<file path="config.mk">
export PLATFORM = sky130hd
export DESIGN_NAME = gate_sweep_ctrl
export DESIGN_NICKNAME = d
export VERILOG_FILES = /design/src/rtl/gate_sweep_ctrl.sv
export SDC_FILE = /design/constraint.sdc
export NUM_CORES = 1
export LEC_CHECK = 0
export CAP_MARGIN = 20
export CORE_MARGIN = 2
export CORE_UTILIZATION = 48
export CTS_CLUSTER_DIAMETER = 150
export DETAILED_ROUTE_END_ITERATION = 6
export PLACE_DENSITY = 0.85
export SLEW_MARGIN = 20
export SYNTH_ARGS = -nofsm -noshare
export SYNTH_HDL_FRONTEND = slang
export SYNTH_SLANG_ARGS = --single-unit
</file>
<file path="constraint.sdc">
create_clock -name clk -period 1.54 [get_ports clk]
set_input_delay 0.308 -clock clk [delete_from_list [all_inputs] [get_ports clk]]
set_output_delay 0.308 -clock clk [all_outputs]
set_load 0.05 [all_outputs]
</file>
<file path="src/rtl/gate_sweep_ctrl.sv">
`default_nettype none
// ============================================================================
// Module      : gate_sweep_ctrl
// Description : Truth-table sweep sequencer for an N-input combinational gate.
//               Drives every input vector, holds it for a settle window,
//               samples the gate output against an expected truth table and
//               reports per-vector results plus a pass/fail summary.
// Revision    : 1.0 - initial release
// ============================================================================
module gate_sweep_ctrl #(
    parameter int                       N_IN   = 3,
    parameter int                       SETTLE = 2,
    parameter logic [(1 << N_IN) - 1:0] EXPECT = 8'h7F
) (
    input  logic            clk,
    input  logic            rst,
    input  logic            start,
    output logic [N_IN-1:0] gate_in,
    input  logic            gate_out,
    output logic            busy,
    output logic            done,
    output logic            pass,
    output logic [N_IN:0]   fail_cnt,
    output logic [N_IN-1:0] first_fail_vec,
    output logic            sample_valid,
    output logic [N_IN-1:0] sample_vec,
    output logic            sample_ok
);

    localparam logic [1:0] c_ST_IDLE   = 2'd0;
    localparam logic [1:0] c_ST_SETTLE = 2'd1;
    localparam logic [1:0] c_ST_SAMPLE = 2'd2;
    localparam logic [1:0] c_ST_DONE   = 2'd3;

    // Settle counter reaches this value in the last SETTLE-state cycle.
    localparam logic [7:0]      c_CNT_LAST = 8'(SETTLE - 1);
    localparam logic [N_IN-1:0] c_LAST_VEC = {N_IN{1'b1}};

    logic [1:0]      state_q,          state_d;
    logic [7:0]      cnt_q,            cnt_d;
    logic [N_IN-1:0] gate_in_q,        gate_in_d;
    logic            busy_q,           busy_d;
    logic            done_q,           done_d;
    logic            pass_q,           pass_d;
    logic [N_IN:0]   fail_cnt_q,       fail_cnt_d;
    logic [N_IN-1:0] first_fail_vec_q, first_fail_vec_d;
    logic            sample_valid_q,   sample_valid_d;
    logic [N_IN-1:0] sample_vec_q,     sample_vec_d;
    logic            sample_ok_q,      sample_ok_d;
    logic            w_match;

    // Compare gate output with the expected bit; an unknown output takes the
    // else branch and so counts as a mismatch.
    always_comb begin
        w_match = 1'b0;
        if (gate_out == EXPECT[gate_in_q]) begin
            w_match = 1'b1;
        end
    end

    // Next-state and next-output logic for the sweep sequencer.
    always_comb begin
        state_d          = state_q;
        cnt_d            = cnt_q;
        gate_in_d        = gate_in_q;
        fail_cnt_d       = fail_cnt_q;
        first_fail_vec_d = first_fail_vec_q;
        pass_d           = pass_q;
        sample_valid_d   = 1'b0;
        sample_vec_d     = sample_vec_q;
        sample_ok_d      = sample_ok_q;

        case (state_q)
            c_ST_IDLE: begin
                gate_in_d = '0;
                if (start) begin
                    state_d          = c_ST_SETTLE;
                    cnt_d            = 8'd0;
                    fail_cnt_d       = '0;
                    first_fail_vec_d = '0;
                    pass_d           = 1'b0;
                end
            end
            c_ST_SETTLE: begin
                if (cnt_q == c_CNT_LAST) begin
                    state_d = c_ST_SAMPLE;
                end else begin
                    cnt_d = cnt_q + 8'd1;
                end
            end
            c_ST_SAMPLE: begin
                sample_valid_d = 1'b1;
                sample_vec_d   = gate_in_q;
                sample_ok_d    = w_match;
                if (!w_match) begin
                    fail_cnt_d = fail_cnt_q + (N_IN + 1)'(1);
                    if (fail_cnt_q == '0) begin
                        first_fail_vec_d = gate_in_q;
                    end
                end
                if (gate_in_q == c_LAST_VEC) begin
                    // pass reflects the count including this final vector.
                    state_d = c_ST_DONE;
                    pass_d  = (fail_cnt_d == '0);
                end else begin
                    state_d   = c_ST_SETTLE;
                    gate_in_d = gate_in_q + N_IN'(1);
                    cnt_d     = 8'd0;
                end
            end
            default: begin
                state_d   = c_ST_IDLE;
                gate_in_d = '0;
            end
        endcase

        // busy and done are registered Moore decodes of the next state.
        busy_d = (state_d != c_ST_IDLE);
        done_d = (state_d == c_ST_DONE);
    end

    // State and output registers with synchronous reset.
    always_ff @(posedge clk) begin
        if (rst) begin
            state_q          <= c_ST_IDLE;
            cnt_q            <= 8'd0;
            gate_in_q        <= '0;
            busy_q           <= 1'b0;
            done_q           <= 1'b0;
            pass_q           <= 1'b0;
            fail_cnt_q       <= '0;
            first_fail_vec_q <= '0;
            sample_valid_q   <= 1'b0;
            sample_vec_q     <= '0;
            sample_ok_q      <= 1'b0;
        end else begin
            state_q          <= state_d;
            cnt_q            <= cnt_d;
            gate_in_q        <= gate_in_d;
            busy_q           <= busy_d;
            done_q           <= done_d;
            pass_q           <= pass_d;
            fail_cnt_q       <= fail_cnt_d;
            first_fail_vec_q <= first_fail_vec_d;
            sample_valid_q   <= sample_valid_d;
            sample_vec_q     <= sample_vec_d;
            sample_ok_q      <= sample_ok_d;
        end
    end

    assign gate_in        = gate_in_q;
    assign busy           = busy_q;
    assign done           = done_q;
    assign pass           = pass_q;
    assign fail_cnt       = fail_cnt_q;
    assign first_fail_vec = first_fail_vec_q;
    assign sample_valid   = sample_valid_q;
    assign sample_vec     = sample_vec_q;
    assign sample_ok      = sample_ok_q;

endmodule
`default_nettype wire

</file>
==> qor.yml <==
gp_congestion: 0.920
syn_avg_cell_area_um2: 9.00
synth_top_area_share: 0.396
drive_gt1_frac: 0.460
num_antenna_cells: 0
ys_warn_count: 0
die_x_um: 59.3
cp.arrival_ns: 1.96
fillCellCount: 195
die_y_um: 59.3
rows: 20
yosysMostFrequentCell: "dfxtp_1"
grt_pass1_wl_mm: 6.71
hpwl_mm: 2.79
stdcell_count: 248
dp_cells: 239
critPathKind: "flop to flop"
antenna_found_initial: 0
power.density_nw_per_um2: 653
end_kind: "flop"
multi_input_comb_area_um2: 948
wire_per_inst_um: 15.8
synth-async-reset-ratio: 0
ctsHoldBuffers: 0
dieArea_um2: 3520
cts_buffers: 5
clockBufferDepth: 2
finalHoldViolations: 0
grt_max_degree: 15
hp-class: "flop to flop"
peakVddDrop_mv: 0.615
postLayoutCoreUtil: 0.747
rsz0062_at_grt: "true"
grt_use_total: 0.258
ant_nets: 0
overflow: 0
status: "finished, violations left"
core_area_um2: 2980
fin_worst_skew_ns: 0.00173
synth_cell_types: 41
maxCapViolCount: 0
slew_violations: 0
setup_tns_ns: -1.48
min_period_ns: 1.73
drt-initial-drc-count: 40
drc: 0
final_critical_path_setup_slack_ns: -0.190
fin_nets: 224
synth_seq_area_share: 0.396
synth_area_leaders: "dfxtp_1 (40%), a21oi_1 (5.8%), ha_1 (5.1%)"
finalCritPeriodShare: 1.12
seq_area_um2: 594
first_global_vias: 1521
violations: "negative setup slack"
p_leak_nw: 0.841
synth_nets: 173
fmax_ghz: 0.578
power_w: 0.00145
port-buffer-count: 21
ys.flop_type: "dfxtp_1"
ys_ff_latch: 29
dr.pass1.iters: 4
htree_levels: 2
cp-start-kind: "flop"
required_ns: 1.77
vias: 1449
area_growth_pct: 51.5
root_buffer: "clkbuf_4"
via_per_inst: 5.84
syn_inst: 163
start_util: 0.493
wl_mm: 3.93
clk_pin_slew_worst_paths_ns: 0.09
maxSlewHeadroom: 0.770
clk_latency_ns: 0.33
tightest_slew_ns: 0.344
synth_top_cell_by_area: "dfxtp_1"
clock_sinks: 29
cp_max_fo: 11
netlist_area_um2: 1470
cts_tree: "done"
ios: 22
synth_edf_count: 0
synth_common_cells: "dfxtp_1 (29), a21oi_1 (17), nor2_1 (11)"
finalSetupViolCount: 10
[flip-flops by register name (all words and copies together) (netlist names), named ones only]
name	cells
cnt_q	8
fail_cnt	4
first_fail_vec	3
gate_in	3
sample_vec	3
state_q	2
busy	1
done	1
pass	1
sample_ok	1
sample_valid	1
[placed cells by master, fill, tap and decap left out, drive strengths merged, types with 2 or more instances in the layout]
| cell | count |
|---|---|
| nand2b | 4 |
| or3 | 3 |
| nor2 | 11 |
| nand2 | 9 |
| and3 | 3 |
| mux2i | 5 |
| nand3b | 5 |
| a21o | 2 |
| nor3b | 2 |
| clkdlybuf4s50 | 3 |
| a21boi | 2 |
| nor2b | 2 |
| a21oi | 21 |
| a22oi | 3 |
| inv | 3 |
| dfxtp | 29 |
| o21ai | 8 |
| buf | 51 |
| or3b | 5 |
| o21bai | 2 |
| ha | 6 |
| xor2 | 2 |
| clkbuf | 8 |
| nand3 | 9 |
| nor3 | 3 |
| or2 | 2 |
[through the flow]
step	setup WS, ns	hold slack [ns]	instance area, µm²
after floorplan	-0.114	0.393	1520
after global placement	-0.239	0.466	2070
after detailed placement	-0.312	0.469	2070
after CTS	-0.165	0.481	2180
after global routing	-0.293	0.502	2220
final	-0.190	0.482	2220
[power by group]
group | total, W | switching, W | internal (W)
Sequential | 0.000766 | 0.00000927 | 0.000757
Combinational | 0.000242 | 0.000123 | 0.000119
Clock | 0.000444 | 0.000263 | 0.000182
[cell families after synthesis]
| family | Yosys count | share of synthesized area |
|---|---|---|
| AOI/OAI and AO/OA | 45 | 0.210 |
| xor gates and xnor gates | 2 | 0.0119 |
| adders and majority gates | 6 | 0.0511 |
| buffers and inverters | 13 | 0.0494 |
| DFF | 29 | 0.396 |
| muxes | 5 | 0.0341 |
| and+or+nand+nor | 63 | 0.248 |
[timing repair]
action | CTS | global route
gates resized for setup | 13 | 9
setup buffers | 1 | 0
pin swaps | 8 | 3
endpoints found under the setup margin | 10 | 15
endpoints found under the hold margin | 0 | 0
[critical path, cell delays in order (launching register included)]
cell	delay, ns
dfxtp_4	0.36
ha_4	0.16
ha_4	0.18
nand2b_4	0.13
a21o_2	0.29
buf_4	0.18
o211ai_1	0.23
a21oi_2	0.09
[path summary, 6_finish.rpt]
check / from / endpoint / slack [ns] / cells past startpoint
setup / recovery: gate_in[1]$_SDFFE_PP0N_ / cnt_q[3]$_SDFFE_PP0P_ / -0.19 / 7
setup reg to reg: gate_in[1]$_SDFFE_PP0N_ / cnt_q[3]$_SDFFE_PP0P_ / -0.19 / 7
hold reg to reg: first_fail_vec[2]$_SDFFE_PP0P_ / first_fail_vec[2]$_SDFFE_PP0P_ / 0.48 / 2
hold / removal: first_fail_vec[2]$_SDFFE_PP0P_ / first_fail_vec[2]$_SDFFE_PP0P_ / 0.48 / 2
[layout make-up]
| cell class | count | area share |
|---|---|---|
| multi-input cells | 121 | 0.427 |
| inverters | 3 | 0.00506 |
| repair buffers | 54 | 0.261 |
| clock buffers | 8 | 0.0219 |
| well taps | 33 | 0.0186 |
| flip-flops and latches | 29 | 0.267 |
[layer usage]
layer	part of all wire	global-route usage	vias up
met3	0.041	0.0808	15
li1	-	-	690
met1	0.40	0.269	702
met5	0	0	-
met4	0.032	0.130	0
met2	0.53	0.460	42
No activity file was read; power rests on OpenSTA's default activity.
